File: config.mk
export PLATFORM = sky130hd
export DESIGN_NAME = carry_select_subtractor
export DESIGN_NICKNAME = d
export VERILOG_FILES = /design/src/rtl/carry_select_subtractor.sv
export SDC_FILE = /design/constraint.sdc
export NUM_CORES = 1
export LEC_CHECK = 0
export CORE_AREA = 5 5 42 44
export DETAILED_ROUTE_END_ITERATION = 6
export DIE_AREA = 0 0 47 49
export GPL_TIMING_DRIVEN = 0
export PLACE_DENSITY = 0.66
export SYNTH_ARGS = -nofsm -noshare
export SYNTH_HDL_FRONTEND = slang
export SYNTH_SLANG_ARGS = --single-unit
File: constraint.sdc
create_clock -name clk -period 1.4 [get_ports clk]
set_input_delay 0.28 -clock clk [delete_from_list [all_inputs] [get_ports clk]]
set_output_delay 0.28 -clock clk [all_outputs]
set_load 0.02 [all_outputs]
File: src/rtl/carry_select_subtractor.sv
// Carry-select subtractor: registers {c_out, sum} = a + ~b + c_in.
// The lowest block ripples from c_in; each higher block precomputes both
// carry-in cases and picks one with the carry from the block below.
module carry_select_subtractor #(
  parameter int WIDTH = 4,
  parameter int BLOCK = 2
) (
  input  logic             clk,
  input  logic             rst_n,
  input  logic [WIDTH-1:0] a,
  input  logic [WIDTH-1:0] b,
  input  logic             c_in,
  input  logic             in_valid,
  output logic [WIDTH-1:0] sum,
  output logic             c_out,
  output logic             out_valid
);

  // WIDTH must be a multiple of BLOCK; any remainder bits would be left undriven.
  localparam int NBLK = WIDTH / BLOCK;

  logic [WIDTH-1:0] b_inv;
  logic [NBLK:0]    blk_carry;
  logic [WIDTH-1:0] sum_next;
  logic [WIDTH-1:0] sum_reg;
  logic             c_out_reg;
  logic             out_valid_reg;

  // The subtrahend is inverted bitwise before it reaches any adder.
  assign b_inv        = ~b;
  assign blk_carry[0] = c_in;

  generate
    for (genvar gi = 0; gi < NBLK; gi++) begin : g_blk
      if (gi == 0) begin : g_first
        // The lowest block is a single ripple chain fed by c_in.
        logic [BLOCK:0]   rc;
        logic [BLOCK-1:0] rs;
        assign rc[0] = blk_carry[0];
        for (genvar gj = 0; gj < BLOCK; gj++) begin : g_fa
          assign rs[gj]   = a[gi*BLOCK+gj] ^ b_inv[gi*BLOCK+gj] ^ rc[gj];
          assign rc[gj+1] = (a[gi*BLOCK+gj] & b_inv[gi*BLOCK+gj]) |
                            (rc[gj] & (a[gi*BLOCK+gj] ^ b_inv[gi*BLOCK+gj]));
        end
        assign sum_next[gi*BLOCK +: BLOCK] = rs;
        assign blk_carry[gi+1]             = rc[BLOCK];
      end else begin : g_sel
        // Two speculative ripple chains, carry-in 0 and carry-in 1.
        logic [BLOCK:0]   c0;
        logic [BLOCK:0]   c1;
        logic [BLOCK-1:0] s0;
        logic [BLOCK-1:0] s1;
        assign c0[0] = 1'b0;
        assign c1[0] = 1'b1;
        for (genvar gj = 0; gj < BLOCK; gj++) begin : g_fa
          assign s0[gj]   = a[gi*BLOCK+gj] ^ b_inv[gi*BLOCK+gj] ^ c0[gj];
          assign c0[gj+1] = (a[gi*BLOCK+gj] & b_inv[gi*BLOCK+gj]) |
                            (c0[gj] & (a[gi*BLOCK+gj] ^ b_inv[gi*BLOCK+gj]));
          assign s1[gj]   = a[gi*BLOCK+gj] ^ b_inv[gi*BLOCK+gj] ^ c1[gj];
          assign c1[gj+1] = (a[gi*BLOCK+gj] & b_inv[gi*BLOCK+gj]) |
                            (c1[gj] & (a[gi*BLOCK+gj] ^ b_inv[gi*BLOCK+gj]));
        end
        // The carry from the block below picks the real result.
        assign sum_next[gi*BLOCK +: BLOCK] = blk_carry[gi] ? s1 : s0;
        assign blk_carry[gi+1]             = blk_carry[gi] ? c1[BLOCK] : c0[BLOCK];
      end
    end
  endgenerate

  // Capture the result on valid input; hold it otherwise, valid drops.
  always_ff @(posedge clk or negedge rst_n) begin
    if (!rst_n) begin
      sum_reg       <= '0;
      c_out_reg     <= 1'b0;
      out_valid_reg <= 1'b0;
    end else begin
      out_valid_reg <= in_valid;
      if (in_valid) begin
        sum_reg   <= sum_next;
        c_out_reg <= blk_carry[NBLK];
      end
    end
  end

  assign sum       = sum_reg;
  assign c_out     = c_out_reg;
  assign out_valid = out_valid_reg;

endmodule

---- Word level (Yosys, flattened, before mapping) ----
Index checks and enable logic that the tools add are counted.
word-level totals
  output and inout port bits .............. 6
  logic and storage cells ................. 28
  input bits .............................. 12
  bits in registers ....................... 6
operators by class
  bitwise operators ....................... 23
  mux-type cells .......................... 2
operator list
  kind               number
  1-bit bitwise AND  8
  1-bit XOR          8
  1-bit bitwise OR   5
  4-bit NOT          1
  2-bit two-way mux  1
  1-bit two-way mux  1
  1-bit NOT          1

---- Logic depth before layout (Yosys ltp) ----
  depth in word-level cells ............... 7
  mapped depth ............................ 7
  gate-level depth less buffers ........... 7

---- Worst setup path after synthesis ----
OpenSTA, ideal clock, no wires.
  path kind ............................... input to register
  start ................................... input port b[0]
  end ..................................... register sum_reg[3] (netlist: sum[3])
  arrival ................................. 1.840 ns
  library setup time ...................... 0.125 ns
  buffers on the path ..................... 0
  stages .................................. 7
  setup slack ............................. -0.565 ns
  data required time ...................... 1.275 ns
  cells stage by stage .................... inv_1 -> fa_1 -> inv_1 -> fa_1 -> mux2i_1 -> fa_1 -> mux2_2
between the ends
  longest elaborated chain between the ends .. 7
  elaborated cells on any way between the ends .. 8
  classes of those cells .................. mux: 1; bitwise: 7
ends and longest elaborated chain
  item                   line  source
  from (decl)            11    input logic [WIDTH-1:0] b,
  4-bit NOT (*)          30    assign b_inv = ~b;
  1-bit XOR              43    (rc[gj] & (a[gi*BLOCK+gj] ^ b_inv[gi*BLOCK+gj]));
  1-bit bitwise AND      43
  1-bit bitwise OR (*)   42    assign rc[gj+1] = (a[gi*BLOCK+gj] & b_inv[gi*BLOCK+gj]) |
  1-bit bitwise AND (*)  43
  1-bit bitwise OR (*)   42
  2-bit two-way mux (*)  64    assign sum_next[gi*BLOCK +: BLOCK] = blk_carry[gi] ? s1 : s0;
  via sum_next[3]        24    logic [WIDTH-1:0] sum_next;
  to (signal assigned)   79    sum_reg <= sum_next;
  to (decl)              25    logic [WIDTH-1:0] sum_reg;
The timed path passes the listed nets; every way through them passes the cells marked *.
A chain may end at the register's enable or synchronous reset.

---- Final worst setup path ----
  start ................................... input port a[0]
  end ..................................... register sum_reg[3] (netlist: sum[3])
between the ends
  longest elaborated chain between the ends .. 6
  elaborated cells on any way between the ends .. 7
  classes of those cells .................. mux: 1; bitwise: 6
ends and longest elaborated chain
  item                   line  source
  from (decl)            10    input logic [WIDTH-1:0] a,
  1-bit XOR              43
  1-bit bitwise AND      43
  1-bit bitwise OR (*)   42
  1-bit bitwise AND (*)  43
  1-bit bitwise OR (*)   42
  2-bit two-way mux (*)  64
  via sum_next[3]        24
Marked as above.

==> flow_summary.toml <==
[clocking]
clk_latency_ns = 0.24
cts_tree = "built"
path_clk_slew_ns = 0.05
cts.sinks = 6
hold_buffers = 0
numCtsBuffers = 3
cts_max_level = 1
clock-root-buffer = "clkbuf_4"
clock_path_buffers = 2

[drt]
drt_iter0_drc = 0
drc = 0
vias = 246
ant_nets = 0
drtPass1Iterations = 1
finalWirelength_um = 664
wl_per_cell_um = 10.4
via_per_inst = 3.84

[hold_path]
hp-class = "input port to async pin"

[placement]
port_buffers = 17
gp_congestion = 0.641
hpwl_um = 553
dpl-instance-area_um2 = 542

[finish]
final_cell_mix = "dlygate4sd2_1, dfrtp_1, clkdlybuf4s50_1"
layout_commonest_cell = "dlygate4sd2_1"
design_area_um2 = 574
syn_to_final_growth_pct = 67.5
diodes = 0
largest_reg_flops = 4
final_layout_size_suffix_gt1_share_pct = 37.5
fin_nets = 67
nFillCells = 165

[sta]
finalCritPeriodShare_pct = 130
slew_viol_final = 0
worst_slack_ns = -0.426
skew_ns = 0
max_freq_mhz = 548
period_needed_ns = 1.83
finalHoldViolCount = 0
relSlewSlack_pct = 78.9
rsz0062_at_grt = "true"
final-setup-viol-count = 3
worstMarginPinSlew_ns = 0.315

[worst_setup_path]
crit_required_ns = 1.52
cp-start-kind = "input port"
critPathSlowestCell = "fa_1"
critPathMaxFanout = 2
max_stage_delay_ns = 0.43
path_common_cell = "fa_2"
path_cells = "buf_6 > fa_2 > inv_2 > fa_2 > mux2i_2 > fa_1 > mux2_4"
cp-end-kind = "flip-flop"
arrival_ns = 1.95
criticalPathCategory = "input port to flip-flop"

[global_route]
grt_remaining_overflow = 0
grt_use_total_pct = 7.05
first_global_vias = 268
antenna_found_initial = 0
grt_pass1_wl_mm = 1.11
grt_max_degree = 7

[pwr]
vdd_drop_max_mv = 0.364
p_leak_nw = 0.285
power_w = 0.000589
p_per_area_nw_per_um2 = 1030

[synth]
ys_seq_area_share_pct = 43.8
synth-warning-count = 0
syn-num-nets = 43
synthCells = 26
avgSynthCellArea_um2 = 13.2
synth_cell_types = 8
netlist_area_um2 = 343
synth-seq-cells = 6

[floorplan]
fp.dieArea_um2 = 2300
dieWidth_um = 47
pin_count = 18
die_y_um = 49
initial_utilization_pct = 24.5
std_cell_rows = 14
core_area_um2 = 1400

[flow_run]
cap_violations = 0

[status]
status = "finished, violations left"
violations = "negative setup slack"
synthesized netlist by cell type, drive strengths merged:
| cell type | count | area share [%] |
|---|---|---|
| dfrtp | 6 | 44 |
| fa | 3 | 18 |
| ha | 2 | 7.3 |
| inv | 8 | 8.8 |
| mux2 | 4 | 14 |
| mux2i | 2 | 5.8 |
| xnor2 | 1 | 2.6 |
layout make-up:
type | instances | area, um^2 | area share (%)
Tap cell | 16 | 20.0 | 3.49
Inverter | 8 | 30.0 | 5.23
Clock buffer | 3 | 22.5 | 3.92
Timing Repair Buffer | 19 | 176 | 30.7
Sequential cell | 6 | 150 | 26.1
Multi-Input combinational cell | 12 | 175 | 30.5
per-layer routing:
layer | global-route usage, % | wire, um | vias up
met1 | 7.52 | 228 | 113
met2 | 10.9 | 350 | 12
met4 | 2.76 | 0 | 0
li1 | - | - | 121
met3 | 4.43 | 86 | 0
met5 | 0 | 0 | -
cell families (layout without fill, tap and decap cells):
| logic type | count (synthesis) | count (layout) | share of synthesized area [%] |
|---|---|---|---|
| flops | 6 | 6 | 43.8 |
| fa+ha+maj | 5 | 5 | 24.8 |
| buf+inv | 8 | 30 | 8.76 |
| mux | 6 | 6 | 20.1 |
| xor+xnor | 1 | 1 | 2.56 |
worst paths after layout:
| kind | from | end | slack (ns) | cells past startpoint |
|---|---|---|---|---|
| min | rst_n | sum[1]$_DFFE_PN0P_ | 0.28 | 1 |
| min in group clk | a[0] | sum[0]$_DFFE_PN0P_ | 0.49 | 3 |
| max | a[0] | sum[3]$_DFFE_PN0P_ | -0.43 | 7 |
| max in group asynchronous | rst_n | sum[3]$_DFFE_PN0P_ | 0.89 | 1 |
| max reg2reg | sum[0]$_DFFE_PN0P_ | sum[0]$_DFFE_PN0P_ | 0.65 | 1 |
| min reg2reg | sum[3]$_DFFE_PN0P_ | sum[3]$_DFFE_PN0P_ | 0.50 | 1 |
where the power goes:
part,internal (W),leakage (nW),switching [W],total (W)
Clock,0.0000968,0.0138,0.0000597,0.000157
Combinational,0.000113,0.201,0.0000975,0.000211
Sequential,0.000206,0.0700,0.0000149,0.000221
Total,0.000417,0.285,0.000172,0.000589
worst max-delay path: cells and delay by family:
family                   cells  cell delay, ns
adder cells (fa/ha/maj)      3            1.01
buffers and inverters        2            0.15
multiplexers                 2            0.49
through the flow:
step	utilization (%)	worst slack (ns)	TNS, ns	hold WS [ns]	cells
floorplan	-	-0.543	-0.989	-0.0156	26
global placement	38.7	-1.07	-3.12	0.492	59
detailed placement	38.7	-1.10	-3.24	0.494	59
CTS	39.7	-0.431	-0.715	0.283	63
global route	41.0	-0.487	-0.929	0.313	64
finish	41.0	-0.426	-0.749	0.283	64
repair_timing:
action                                  CTS  global route
endpoints found under the setup margin   10             3
buffers inserted                          1             1
gates resized for setup                  23             2
pin swaps                                 3             1
No activity file was read; power rests on OpenSTA's default activity.
